<file path="src/rtl/operand_entry.sv">
// Operand/opcode entry stage: debounces four push-buttons into single-cycle events,
// shifts switch chunks into operands A/B, and latches the opcode with a start strobe.
module operand_entry #(
  parameter int WIDTH     = 32,
  parameter int CHUNK     = 2,
  parameter int DB_CYCLES = 1000000
) (
  input  logic             clk,
  input  logic             rst,
  input  logic             btn_A,
  input  logic             btn_B,
  input  logic             btn_F,
  input  logic             btn_clr,
  input  logic [CHUNK-1:0] in,
  input  logic [3:0]       OP,
  output logic [WIDTH-1:0] opa,
  output logic [WIDTH-1:0] opb,
  output logic [3:0]       op_code,
  output logic             start,
  output logic [4:0]       a_cnt,
  output logic [4:0]       b_cnt,
  output logic             a_full,
  output logic             b_full
);

  localparam int             NCHUNK  = WIDTH / CHUNK;
  localparam int             DBW     = (DB_CYCLES > 1) ? $clog2(DB_CYCLES) : 1;
  localparam logic [4:0]     FULL    = 5'(NCHUNK);
  localparam logic [DBW-1:0] DB_LAST = DBW'(DB_CYCLES - 1);

  logic [3:0] btn_raw;
  logic [3:0] press;

  assign btn_raw = {btn_clr, btn_F, btn_B, btn_A};

  // One debouncer per button; only the settled rising edge yields an event.
  generate
    for (genvar gi = 0; gi < 4; gi++) begin : g_db
      logic [1:0]     sync_q;
      logic [DBW-1:0] cnt_q, cnt_d;
      logic           stable_q, stable_d;
      logic           stable_dly_q;
      logic           press_q;

      always_comb begin
        cnt_d    = '0;
        stable_d = stable_q;
        if (sync_q[1] != stable_q) begin
          if (cnt_q == DB_LAST) begin
            stable_d = sync_q[1];
          end else begin
            cnt_d = cnt_q + 1'b1;
          end
        end
      end

      always_ff @(posedge clk or posedge rst) begin
        if (rst) begin
          sync_q       <= '0;
          cnt_q        <= '0;
          stable_q     <= 1'b0;
          stable_dly_q <= 1'b0;
          press_q      <= 1'b0;
        end else begin
          sync_q       <= {sync_q[0], btn_raw[gi]};
          cnt_q        <= cnt_d;
          stable_q     <= stable_d;
          stable_dly_q <= stable_q;
          press_q      <= stable_q & ~stable_dly_q;
        end
      end

      assign press[gi] = press_q;
    end
  endgenerate

  logic             clr_evt, a_evt, b_evt, f_evt;
  logic [WIDTH-1:0] opa_q, opa_d, opb_q, opb_d;
  logic [4:0]       a_cnt_q, a_cnt_d, b_cnt_q, b_cnt_d;
  logic [3:0]       op_code_q, op_code_d;
  logic             start_q, start_d;

  // Clear wins over any coincident event.
  assign clr_evt = press[3];
  assign a_evt   = press[0] & ~clr_evt;
  assign b_evt   = press[1] & ~clr_evt;
  assign f_evt   = press[2] & ~clr_evt;

  always_comb begin
    opa_d     = opa_q;
    opb_d     = opb_q;
    a_cnt_d   = a_cnt_q;
    b_cnt_d   = b_cnt_q;
    op_code_d = op_code_q;
    start_d   = f_evt;
    if (clr_evt) begin
      opa_d     = '0;
      opb_d     = '0;
      a_cnt_d   = '0;
      b_cnt_d   = '0;
      op_code_d = '0;
    end else begin
      if (a_evt) begin
        opa_d   = {opa_q[WIDTH-CHUNK-1:0], in};
        a_cnt_d = (a_cnt_q == FULL) ? FULL : a_cnt_q + 5'd1;
      end
      if (b_evt) begin
        opb_d   = {opb_q[WIDTH-CHUNK-1:0], in};
        b_cnt_d = (b_cnt_q == FULL) ? FULL : b_cnt_q + 5'd1;
      end
      if (f_evt) begin
        op_code_d = OP;
      end
    end
  end

  always_ff @(posedge clk or posedge rst) begin
    if (rst) begin
      opa_q     <= '0;
      opb_q     <= '0;
      a_cnt_q   <= '0;
      b_cnt_q   <= '0;
      op_code_q <= '0;
      start_q   <= 1'b0;
    end else begin
      opa_q     <= opa_d;
      opb_q     <= opb_d;
      a_cnt_q   <= a_cnt_d;
      b_cnt_q   <= b_cnt_d;
      op_code_q <= op_code_d;
      start_q   <= start_d;
    end
  end

  assign opa     = opa_q;
  assign opb     = opb_q;
  assign a_cnt   = a_cnt_q;
  assign b_cnt   = b_cnt_q;
  assign op_code = op_code_q;
  assign start   = start_q;
  assign a_full  = (a_cnt_q == FULL);
  assign b_full  = (b_cnt_q == FULL);

endmodule

</file>
<file path="config.mk">
export PLATFORM = sky130hd
export DESIGN_NAME = operand_entry
export DESIGN_NICKNAME = d
export VERILOG_FILES = /design/src/rtl/operand_entry.sv
export SDC_FILE = /design/constraint.sdc
export NUM_CORES = 1
export LEC_CHECK = 0
export ABC_AREA = 1
export CAP_MARGIN = 20
export CORE_AREA = 10 10 139 141
export CTS_CLUSTER_SIZE = 25
export DETAILED_ROUTE_END_ITERATION = 10
export DIE_AREA = 0 0 149 151
export PLACE_DENSITY = 0.78
export SYNTH_ARGS = -nofsm -noshare
export SYNTH_HDL_FRONTEND = slang
export SYNTH_SLANG_ARGS = --single-unit
export TNS_END_PERCENT = 20
</file>
<file path="constraint.sdc">
create_clock -name clk -period 5.39 [get_ports clk]
set_clock_uncertainty 0.1 [all_clocks]
set_input_delay 0.8085 -clock clk [delete_from_list [all_inputs] [get_ports clk]]
set_output_delay 0.8085 -clock clk [all_outputs]
set_load 0.02 [all_outputs]
</file>
==> flow_summary.toml <==
[run_status]
run_status = "completed"

[finish]
post-route-cell-area_sq_um = 10000
drive_gt1_frac = 0.0942
synthToLayoutAreaGrowth_pct = 21.2
design.final.nets = 1058
final_core_util = 0.609
insertedDiodeCount = 0

[power]
leakage_power_total_nw = 4.33
peakVddDrop_uv = 242
power.density_nw_per_um2 = 268

[grt]
antenna_found_initial = 0
first_pass_grt_wire_length_microns = 29800
global_routing_usage_on_met3 = 0.0313
grt_start_max_net_pins = 180
global_route.usage.met1 = 0.205
busiest_layer = "met2"
vias_in_the_first_global_route = 6259
globalRouteOverflowTotal = 0
grt_use_total = 0.160
gr-usage-met2 = 0.263

[cts]
worst_skew_pair.late_latency_ns = 0.43
clock_sinks = 179
number_of_buffers_inserted_during_clock_tree_synthesis = 17
postCtsSetupBuffers = 0
cts-root-to-sink-buffers = 2
htree_levels = 4
path_clk_slew_ns = 0.07
tritoncts = "built"
clk_tree_root_cell = "sky130_fd_sc_hd__clkbuf_16"
postCtsHoldBufs = 0
post_cts_resized = 0

[die]
chipWidth_microns = 149
row_count = 47
num_io_pins = 93
die_height_microns = 151
design.core.area_sq_um = 16500
initial_utilization = 0.503
fp.dieArea_sq_um = 22500

[drt]
drt-pass1-iter-count = 5
wirelength_microns = 17500
drc_violations = 0
ant_nets = 0
initialDrtViolationCount = 400
post_drt_via_cell_ratio = 5.08
routed-via-count = 6460
detail_route.wl_per_cell_microns = 13.7

[worst_setup_path]
worst-endpoint-arrival_ns = 1.92
critical_path_end_type = "primary output"
rrSetupSlack_ns = 3.14
worst-path-max-fanout = 6
timing.rr.start = "g_db[0].press_q"
rr_endpoint = "a_cnt[4]"
crit_type = "reg2out"
critical_path.startpoint_type = "register"
required_ns = 4.48
worstRegToRegCells = 4

[hold_path]
min_from = "g_db[2].sync_q[0]"
holdPathEnd = "g_db[2].sync_q[1]"
holdPathStages = 0
timing.hold.worst.class = "reg2reg"

[sta]
hold_viol = 0
final-setup-viol-count = 0
slew_viol_final = 0
minimum_clock_period_after_layout_ns = 2.82
worstMarginPinSlew_ns = 0.944
achievable_freq_ghz = 0.354
unrepaired_setup_endpoints_after_global_routing = "no"
worst_slack_ns = 2.57
final_worst_path_period_share = 0.524
max_slew_margin = 0.371
setup_tns_ns = 0
timing.hold.ws_ns = 0.249

[yosys]
yosys.area.top_type_share = 0.541
synth_edf_count = 0
ys_seq_elements = 179
synth.yosys.warnings = 0
syn_area_sq_um = 8280
ys.flop_type = "sky130_fd_sc_hd__dfrtp_1"
ys_top_cells_by_area = "sky130_fd_sc_hd__dfrtp_1 54%, sky130_fd_sc_hd__nand2_1 8.2%, sky130_fd_sc_hd__nor2_1 7.3%"
netlist.top_cell.by_area = "sky130_fd_sc_hd__dfrtp_1"
synth-async-reset-ratio = 1.00
synth_most_common_cell = "sky130_fd_sc_hd__nand2_1"
synth_seq_area_share = 0.541
synth.avg_cell_area_sq_um = 8.77
syn_inst = 944
synth.distinct_cells = 36
synth_nets = 964
synthTopCellsByCount = "180 x sky130_fd_sc_hd__nand2_1, 179 x sky130_fd_sc_hd__dfrtp_1, 162 x sky130_fd_sc_hd__nor2_1, 85 x sky130_fd_sc_hd__nand3_1, 81 x sky130_fd_sc_hd__inv_1"

[run]
cap_viol_max_count = 0

[place]
detailedPlace.worstSlack_ns = 3.02
detailedPlacementHpwl_microns = 12400
io_buffer_count = 92
post_dp_cell_area_sq_um = 9420
gpl.final_weighted_congestion = 0.873
[per-layer routing]
layer | share of wire | vias to the layer above
li1 | - | 3201
met1 | 0.45 | 3092
met2 | 0.48 | 145
met3 | 0.051 | 22
met4 | 0.020 | 0
met5 | 0 | -
[cell type report]
class                           instances  area, sq um
Multi-Input combinational cell        652         3350
Clock buffer                           19          453
Clock inverter                         13          159
Timing Repair Buffer                   95          956
Inverter                               93          353
Fill cell                            1353         6440
Tap cell                              220          275
Sequential cell                       179         4480
[report_power, final]
part | internal, mW | total (mW) | switching [mW]
registers | 1.35 | 1.36 | 0.00828
clock network | 0.753 | 1.26 | 0.511
logic | 0.0186 | 0.0641 | 0.0455
total | 2.13 | 2.69 | 0.565
[cell families (layout without fill, tap and decap cells)]
logic type                 Yosys count  count (layout)  synth area share
DFF                                179             179             0.541
buffers and inverters              113             220            0.0534
and+or+nand+nor                    500             500             0.275
adders and majority gates            8               8            0.0121
xor gates and xnor gates            51              51            0.0567
AOI/OAI and AO/OA                   93              93            0.0617
[worst max-delay path by stage]
| stage | to | startpoint | cells past startpoint |
|---|---|---|---|
| 2_1_floorplan | a_cnt[0] | rst | 1 |
| 3_3_place_gp | b_full | b_cnt[0] | 5 |
| 3_5_place_dp | b_full | b_cnt[0] | 5 |
| 4_1_cts | b_full | b_cnt[0] | 5 |
| 5_1_grt | b_full | b_cnt[0] | 5 |
| 6_report | b_full | b_cnt[0] | 5 |
[state kept, by name, summed over array words and instances (netlist names)]
signal	count
g_db.cnt_q	80
g_db.sync_q	8
g_db.stable_dly_q	4
g_db.press_q	3
opb	32
op_code	4
b_cnt	5
a_cnt	5
clr_evt	1
start	1
g_db.stable_q	4
opa	32
[critical path, cell delays in order, from the launching register on]
cell                              delay [ns]
sky130_fd_sc_hd__dfrtp_1                0.45
sky130_fd_sc_hd__inv_1                  0.09
sky130_fd_sc_hd__ha_1                   0.14
sky130_fd_sc_hd__nand3_1                0.14
sky130_fd_sc_hd__inv_1                  0.08
sky130_fd_sc_hd__clkdlybuf4s50_1        0.60
[layout by cell type (no fill, tap or decap), types with 2 or more instances in the layout]
master and count:
sky130_fd_sc_hd__nor2_4 12, sky130_fd_sc_hd__nand3b_1 2, sky130_fd_sc_hd__xnor2_1 21, sky130_fd_sc_hd__nand2_1 180, sky130_fd_sc_hd__clkbuf_16 17, sky130_fd_sc_hd__nand3_1 85
sky130_fd_sc_hd__nor3b_1 5, sky130_fd_sc_hd__a21oi_1 13, sky130_fd_sc_hd__bufinv_16 3, sky130_fd_sc_hd__o22ai_1 15, sky130_fd_sc_hd__clkinv_4 5, sky130_fd_sc_hd__o21ai_1 2
sky130_fd_sc_hd__xor2_1 27, sky130_fd_sc_hd__inv_2 11, sky130_fd_sc_hd__clkinv_2 5, sky130_fd_sc_hd__o21bai_1 5, sky130_fd_sc_hd__xor2_2 2, sky130_fd_sc_hd__nor3b_2 2
sky130_fd_sc_hd__ha_1 8, sky130_fd_sc_hd__nor2_1 162, sky130_fd_sc_hd__nand4_1 10, sky130_fd_sc_hd__nand3_2 7, sky130_fd_sc_hd__clkbuf_8 2, sky130_fd_sc_hd__dfrtp_1 179
sky130_fd_sc_hd__buf_4 2, sky130_fd_sc_hd__nor3_1 6, sky130_fd_sc_hd__nand2_2 12, sky130_fd_sc_hd__nor2_2 13, sky130_fd_sc_hd__o21ai_0 56, sky130_fd_sc_hd__clkdlybuf4s50_1 92
sky130_fd_sc_hd__inv_1 80
[per-stage QoR]
stage	std cells	total power, mW
finish	1271	2.69
global route	1271	2.79
CTS	1271	2.72
detailed placement	1239	1.45
global placement	1239	1.45
floorplan	944	1.43
Power figures use the tool's default switching activity.
